<file path="src/rtl/counter_pkg.sv">
// counter_pkg: shared types and constants for the 0-9999 control/count stage
package counter_pkg;
  localparam int COUNT_W = 14;
  localparam int DEF_MAX_COUNT = 9999;
  typedef enum logic [1:0] {STOP = 2'd0, RUN = 2'd1, CLEAR = 2'd2} state_t;
endpackage

</file>
<file path="src/rtl/counter_10000_ctrl_if.sv">
// counter_10000_ctrl_if: button pulses in, count/status out
interface counter_10000_ctrl_if;
  logic i_run_stop;
  logic i_clear;
  logic i_mode;
  logic [counter_pkg::COUNT_W-1:0] o_count;
  logic o_run;
  logic o_dir;
  logic o_tick;
  modport master (output i_run_stop, i_clear, i_mode, input o_count, o_run, o_dir, o_tick);
  modport slave (input i_run_stop, i_clear, i_mode, output o_count, o_run, o_dir, o_tick);
endinterface

</file>
<file path="src/rtl/counter_tick_gen.sv">
// counter_tick_gen: divides clk by TICK_DIV while enabled, registered one-cycle tick
module counter_tick_gen #(
  parameter int TICK_DIV = 4
) (
  input  logic clk,
  input  logic reset,
  input  logic en,
  input  logic clr,
  output logic o_tick
);
  localparam int W = $clog2(TICK_DIV);
  localparam logic [W-1:0] LAST = W'(TICK_DIV - 1);
  logic [W-1:0] div_q, div_d;
  logic tick_q, tick_d;
  always_comb begin
    div_d = clr ? '0 : !en ? div_q : div_q == LAST ? '0 : div_q + 1'b1;
    tick_d = !clr && en && div_q == LAST;
  end
  always_ff @(posedge clk or posedge reset) begin
    if (reset) begin
      div_q <= '0;
      tick_q <= 1'b0;
    end else begin
      div_q <= div_d;
      tick_q <= tick_d;
    end
  end
  assign o_tick = tick_q;
endmodule

</file>
<file path="src/rtl/counter_10000_ctrl.sv">
// counter_10000_ctrl: run/stop/clear FSM plus wrapping 0..MAX_COUNT counter.
// Define COUNTER_DIR_EN to enable i_mode direction toggle and down-counting.
module counter_10000_ctrl
  import counter_pkg::*;
#(
  parameter int CLK_FREQ = 100_000_000,
  parameter int TICK_HZ = 10,
  parameter int MAX_COUNT = DEF_MAX_COUNT
) (
  input logic clk,
  input logic reset,
  counter_10000_ctrl_if.slave bus
);
  localparam int TICK_DIV = CLK_FREQ / TICK_HZ;
  localparam logic [COUNT_W-1:0] MAX = COUNT_W'(MAX_COUNT);
  state_t state_q, state_d;
  logic [COUNT_W-1:0] count_q, count_d, count_step;
  logic dir_q, dir_d, tick, tg_clr;
  // clear has priority over run_stop when both arrive in STOP
  always_comb begin
    state_d = state_q == CLEAR ? STOP :
              state_q == RUN   ? (bus.i_run_stop ? STOP : RUN) :
              bus.i_clear      ? CLEAR :
              bus.i_run_stop   ? RUN : STOP;
    tg_clr = state_q == CLEAR || (state_q != RUN && state_d == RUN);
`ifdef COUNTER_DIR_EN
    dir_d = dir_q ^ bus.i_mode;
    count_step = dir_q ? (count_q == '0 ? MAX : count_q - 1'b1)
                       : (count_q == MAX ? '0 : count_q + 1'b1);
`else
    dir_d = 1'b0;
    count_step = count_q == MAX ? '0 : count_q + 1'b1;
`endif
    count_d = state_q == CLEAR ? '0 : tick ? count_step : count_q;
  end
`ifndef COUNTER_DIR_EN
  logic unused_mode;
  assign unused_mode = bus.i_mode;
`endif
  always_ff @(posedge clk or posedge reset) begin
    if (reset) begin
      state_q <= STOP;
      count_q <= '0;
      dir_q <= 1'b0;
    end else begin
      state_q <= state_d;
      count_q <= count_d;
      dir_q <= dir_d;
    end
  end
  counter_tick_gen #(.TICK_DIV(TICK_DIV)) u_tick (
    .clk(clk),
    .reset(reset),
    .en(state_q == RUN),
    .clr(tg_clr),
    .o_tick(tick)
  );
  assign bus.o_count = count_q;
  assign bus.o_run = state_q == RUN;
  assign bus.o_dir = dir_q;
  assign bus.o_tick = tick;
endmodule

</file>
<file path="src/flat_wrapper.sv">
// flat-port wrapper written by rule: the top's interface ports become plain ports
module counter_10000_ctrl_flat import counter_pkg::*;
#(
  parameter int CLK_FREQ = 100_000_000,
  parameter int TICK_HZ = 10,
  parameter int MAX_COUNT = DEF_MAX_COUNT
)
  (clk, reset, bus_i_run_stop, bus_i_clear, bus_i_mode, bus_o_count, bus_o_run, bus_o_dir, bus_o_tick);
  counter_10000_ctrl_if bus_i ();
  input logic clk;
  input logic reset;
  input wire logic [$bits(bus_i.i_run_stop)-1:0] bus_i_run_stop;
  input wire logic [$bits(bus_i.i_clear)-1:0] bus_i_clear;
  input wire logic [$bits(bus_i.i_mode)-1:0] bus_i_mode;
  output wire logic [$bits(bus_i.o_count)-1:0] bus_o_count;
  output wire logic [$bits(bus_i.o_run)-1:0] bus_o_run;
  output wire logic [$bits(bus_i.o_dir)-1:0] bus_o_dir;
  output wire logic [$bits(bus_i.o_tick)-1:0] bus_o_tick;
  assign bus_i.i_run_stop = bus_i_run_stop;
  assign bus_i.i_clear = bus_i_clear;
  assign bus_i.i_mode = bus_i_mode;
  assign bus_o_count = bus_i.o_count;
  assign bus_o_run = bus_i.o_run;
  assign bus_o_dir = bus_i.o_dir;
  assign bus_o_tick = bus_i.o_tick;
  counter_10000_ctrl #(.CLK_FREQ(CLK_FREQ), .TICK_HZ(TICK_HZ), .MAX_COUNT(MAX_COUNT)) u_core (.clk(clk), .reset(reset), .bus(bus_i));
endmodule
</file>
<file path="config.mk">
export PLATFORM = sky130hd
export DESIGN_NAME = counter_10000_ctrl_flat
export DESIGN_NICKNAME = d
export VERILOG_FILES = /design/src/rtl/counter_pkg.sv /design/src/rtl/counter_10000_ctrl_if.sv /design/src/rtl/counter_tick_gen.sv /design/src/rtl/counter_10000_ctrl.sv /design/src/flat_wrapper.sv
export SDC_FILE = /design/constraint.sdc
export NUM_CORES = 1
export LEC_CHECK = 0
export CORE_MARGIN = 10
export CORE_UTILIZATION = 35
export DETAILED_ROUTE_END_ITERATION = 12
export SETUP_SLACK_MARGIN = 0.05
export SLEW_MARGIN = 0
export SYNTH_ARGS = -nofsm -noshare
export SYNTH_HDL_FRONTEND = slang
export SYNTH_SLANG_ARGS = --single-unit
export TNS_END_PERCENT = 5
</file>
<file path="constraint.sdc">
create_clock -name clk -period 1.7 [get_ports clk]
set_input_delay 0.51 -clock clk [delete_from_list [all_inputs] [get_ports clk]]
set_output_delay 0.51 -clock clk [all_outputs]
set_load 0.02 [all_outputs]
</file>
=== Word level (Yosys, flattened, before mapping) ===
Cells that the tools add are included.
W data, S select, Z words.

* Bits in registers: 41
* Bits in latches: 0
* Bits in writable memories: 0
* Memory bits (read-only): 0
* Input port bits: 5
* Output and inout port bits: 17
* Logic and storage cells: 30
* Memories kept: 0

* $add $sub $neg: 2
* $mul: 0
* Divide/modulo/power cells: 0
* Order comparisons: 0
* Equality and inequality tests: 6
* Shift-type cells: 0
* Muxes and demuxes: 11
* Bitwise logic cells: 0
* Reduce and logical (&&, ||, !) cells: 7

{| class="wikitable"
|+ Operators by type and width
! cell !! number
|-
| $mux W24 || 3
|-
| $mux W14 || 3
|-
| $add A24 B1 Y24 const B || 1
|-
| $eq A24 B24 Y1 const B || 1
|-
| $add A14 B1 Y14 const B || 1
|-
| $eq A14 B14 Y1 const B || 1
|-
| $mux W2 || 3
|-
| $eq A2 B1 Y1 const B || 2
|-
| $reduce_bool A2 Y1 || 2
|-
| $logic_and A1 B1 Y1 || 3
|-
| $eq A2 B2 Y1 const B || 1
|-
| $mux W1 || 2
|-
| $ne A2 B1 Y1 const B || 1
|-
| $logic_not A1 Y1 || 1
|-
| $logic_or A1 B1 Y1 || 1
|}

=== Logic depth before layout (Yosys ltp) ===
* Depth after elaboration: 10
* Gate-level depth with buffers: 7
* Depth with buffers taken out: 6

=== Modules after synthesis ===
A second synthesis with hierarchy kept.

* Cells, all modules: 262
* Area, all modules: 2,397.3 um2

{| class="wikitable"
|+ By module, submodules not included
! module !! instances !! cells each !! area each (um2) !! seq. area each (um2)
|-
| counter_tick_gen || 1 || 167 || 1,493.9 || 625.6
|-
| counter_10000_ctrl || 1 || 95 || 903.4 || 400.4
|}

=== Worst setup path after synthesis ===
No wires, ideal clock.

* Kind: flip-flop to flip-flop
* From: reg u_core.u_tick.div_q[0]
* To: reg u_core.u_tick.div_q[0]
* Library setup time: 0.125 ns
* Data arrival time: 1.648 ns
* Required time: 1.575 ns
* Slack: -0.073 ns
* Stages on the path, launching flop included: 7
* Path buffers: 1
* Period minus slack after synthesis: 1.773 ns
* Cell sequence: dfrtp_1 ha_1 inv_1 nor4_4 a21oi_2 buf_2 mux2_2

* Longest elaborated chain between the ends: 4
* Elaborated cells on any way between the ends: 5
* Classes of those cells: add/sub: 1; eq/ne: 1; mux: 3

{| class="wikitable"
|+ Ends and longest elaborated chain
! item !! RTL line !! text
|-
| start: declaration || counter_tick_gen.sv:13 || <nowiki>logic [W-1:0] div_q, div_d;</nowiki>
|-
| start signal: assignment || counter_tick_gen.sv:24 || <nowiki>div_q <= div_d;</nowiki>
|-
| $add A24 B1 Y24 or $eq A24 B24 Y1 (tied branches) || counter_tick_gen.sv:16 || <nowiki>div_d = clr ? '0 : !en ? div_q : div_q == LAST ? '0 : div_q + 1'b1;</nowiki>
|-
| $mux W24 (*) (3 in a row) || counter_tick_gen.sv:16 ||
|}

Mark *: on every way between the ends. The rest lies on a longest branch, timed or not. The select of a mux whose other input is x is not followed.
A chain may end at the register's enable or synchronous reset.

=== Final worst setup path ===
* From: reg u_core.u_tick.div_q[11]
* To: reg u_core.u_tick.div_q[0]

* Longest elaborated chain between the ends: 4

{| class="wikitable"
|+ Ends and longest elaborated chain
! item !! RTL line
|-
| $eq A24 B24 Y1 || counter_tick_gen.sv:16
|-
| $mux W24 (3 in a row) || counter_tick_gen.sv:16
|}

No other way between the ends. The select of a mux whose other input is x is not followed.

==> out/metrics.yaml <==
floorplanning:
  start_util_pct: 36.0
  core-area_sq_mm: 0.00639
  dieArea_sq_mm: 0.0102
  die_h_um: 101
  num_rows: 29
  die_w_um: 101
  io_pins: 22
sta:
  fin_skew_ns: 0.00682
  setup-tns-final_ns: -0.0328
  final_hold_viol_count: 0
  fin_crit_ns: 1.73
  period_share_pct: 102
  rsz0062_at_grt: "yes"
  drv_slew: 0
  setup_viol: 1
  fmax_mhz: 577
  setup_ws_ns: -0.0328
yosys:
  ys_seq_elements: 41
  syn_nets: 268
  yosys_warnings: 0
  syn_area_sq_mm: 0.00230
  ys.flop_type: "dfrtp_1"
  synth-edff-count: 0
  synthArstFlopShare_pct: 100
  syn_inst: 261
  syn_area_per_cell_sq_um: 8.82
  seq_area_frac_synth_pct: 44.6
  yosysUniqueCellTypes: 44
run_status:
  outcome: "finished, violations left"
  violations: "setup timing"
worst_setup_path:
  cp_common_cell: "buf_4"
  cp_max_fo: 6
  path_depth: 6
  worstSetupPathType: "reg -> reg"
  start_kind: "register"
  required_ns: 1.90
  r2r_cells: 6
  cp_slowest_cell: "dfrtp_1"
  path_cells: "nand4bb_4 -> nor4_4 -> buf_4 -> a21oi_4 -> buf_4 -> mux2_2"
  rr_endpoint: "u_core.u_tick.div_q[0]$_DFFE_PP0P_"
  endpoint_kind: "register"
  arrival_ns: 1.93
  crit_buf_inv: 2
  reg2reg_setup_slack_ns: -0.03
  crit_family: "simple AND/OR/NAND/NOR gates"
  critPathLaunch: "u_core.u_tick.div_q[11]$_DFFE_PP0P_"
  r2r-start: "u_core.u_tick.div_q[11]$_DFFE_PP0P_"
  critPathCapture: "u_core.u_tick.div_q[0]$_DFFE_PP0P_"
  slowest_delay_ns: 0.40
final_layout:
  fin_nets: 362
  antenna_cells: 0
  synthToLayoutAreaGrowth_pct: 48.9
  finalNonFillerCells: 433
  final_cell_mix: "buf_4, dfrtp_1, nand2_1"
  final_common_cell: "buf_4"
  final_util_pct: 53.7
  nFillCells: 596
  drive_above_1_share_pct: 34.0
power_and_ir_drop:
  leakage_uw: 0.00159
  share_comb_of_total_power_pct: 32.7
  swShare_pct: 31.3
  worst_ir_drop_vdd_uv: 584
  total_power_uw: 3280
  powerDensity_mw_per_mm2: 956
  power.share.clock_pct: 29.3
  p_int_uw: 2250
  p_sw_uw: 1030
  pwr-share-seq_pct: 38.0
grt:
  grt_pass1_vias: 2301
  globalRouteOverflowTotal: 0
  antenna_found_initial: 0
  grt_max_degree: 24
  grt_pass1_wl_um: 11000
  groute.usage.overall_pct: 13.3
clocking:
  root_buffer: "clkbuf_8"
  cts_buffers: 5
  clk_pin_slew_worst_paths_ns: 0.09
  clk_path_buf_depth: 2
  clk_latency_ns: 0.31
  h-tree-depth: 2
  cts.sinks: 41
  cts_tree: "yes"
route:
  drtIter0Drc: 137
  vias_per_cell: 5.45
  wire_per_inst_um: 15.9
  route.detailed.drc: 0
  routed_wl_um: 6880
  dr_total_vias: 2359
  ant_nets: 0
  dr.pass1.iters: 4
place:
  port_buffers: 19
  dp_hpwl_um: 4850
  routabilityCongestion: 0.825
  post-place-cells: 415
flow_run:
  cap_violations: 0
hold_path:
  hold_class: "in -> async"
-- how the worst min path moves through the flow --
stage,startpoint,cells after the start,end
2_1_floorplan,u_core.u_tick.div_q[15]$_DFFE_PP0P_,1,u_core.u_tick.div_q[15]$_DFFE_PP0P_
3_3_place_gp,u_core.u_tick.div_q[20]$_DFFE_PP0P_,2,u_core.u_tick.div_q[20]$_DFFE_PP0P_
3_5_place_dp,u_core.u_tick.div_q[20]$_DFFE_PP0P_,2,u_core.u_tick.div_q[20]$_DFFE_PP0P_
4_1_cts,reset,2,u_core.bus.o_count[5]$_DFFE_PP0P_
5_1_grt,reset,2,u_core.bus.o_count[5]$_DFFE_PP0P_
6_report,reset,2,u_core.bus.o_count[5]$_DFFE_PP0P_
-- registers in the layout (all words and copies together), names as in the netlist --
name                  cells
u_core.u_tick.div_q      24
u_core.bus.o_count       14
u_core.state_q            2
u_core.u_tick.o_tick      1
-- power groups by stage --
stage | clock (uW) | sequential (uW) | combinational (uW)
floorplan | 0 | 1280 | 397
global placement | 0 | 1230 | 905
detailed placement | 0 | 1230 | 917
CTS | 971 | 1220 | 944
global route | 1010 | 1260 | 1170
finish | 959 | 1250 | 1070
-- Yosys cell counts, types with 2 or more instances --
library cell	number	area, sq um
a21oi_1	14	70.1
a21oi_2	2	17.5
a31oi_1	12	75.1
a32oi_1	2	17.5
a41oi_1	5	43.8
and3_1	8	50.1
and4_1	2	17.5
buf_2	5	25.0
clkbuf_1	2	7.51
dfrtp_1	41	1030
ha_1	2	25.0
inv_1	9	33.8
mux2_2	2	22.5
nand2_1	28	105
nand2b_1	6	37.5
nand3_1	25	125
nand4_1	8	50.1
nand4b_1	2	17.5
nor2_1	28	105
nor2b_1	3	18.8
nor3_1	5	25.0
nor4b_1	4	35.0
o211ai_1	2	15.0
o21ai_0	13	65.1
xnor2_1	4	35.0
xor2_1	9	78.8
-- stage by stage --
step           cell area (sq um)  setup WS [ns]  hold WS [ns]
5_1_grt                     3430         -0.102         0.450
3_3_place_gp                3060         -0.552         0.541
3_5_place_dp                3060         -0.597         0.550
6_report                    3430        -0.0328         0.437
4_1_cts                     3240        -0.0159         0.442
2_1_floorplan               2310        0.00245         0.467
-- area by class of cell --
| class | instances | area (sq um) | area share (%) |
|---|---|---|---|
| clock buffers | 5 | 68.8 | 2.01 |
| clock inverters | 3 | 65.1 | 1.90 |
| inverters | 9 | 33.8 | 0.986 |
| multi-input cells | 204 | 1380 | 40.1 |
| flip-flops and latches | 41 | 1030 | 30.0 |
| well taps | 77 | 96.3 | 2.81 |
| repair buffers | 94 | 759 | 22.2 |
-- metal layers --
| layer | global-route usage [%] | wire length, um | vias up |
|---|---|---|---|
| met2 | 21.5 | 3370 | 51 |
| met5 | 0 | 0 | - |
| met3 | 3.77 | 356 | 15 |
| li1 | - | - | 1147 |
| met1 | 16.1 | 3030 | 1146 |
| met4 | 5.89 | 124 | 0 |
-- kinds of logic after synthesis --
group / share of synthesized area [%]
simple gates: 28.7
compound gates: 15.4
flops: 44.6
buf+inv: 3.21
xor+xnor: 4.95
fa+ha+maj: 1.52
mux: 1.41
other cells: 0.163
-- repair_timing --
action / 4_1_cts / 5_1_grt
pin swaps: 6 / 20
gates cloned: 0 / 1
gates resized for setup: 39 / 34
buffers inserted: 1 / 8
hold buffers: 0 / 0
endpoints found under the hold margin: 0 / 0
endpoints found under the setup margin: 40 / 39
-- worst register-to-register path, cell delays in order (launching register included) --
cell and delay (ns):
dfrtp_1 0.40, nand4bb_4 0.25, nor4_4 0.31, buf_4 0.19
a21oi_4 0.08, buf_4 0.14, mux2_2 0.25
Note: power is estimated with default switching activity, not from simulation.
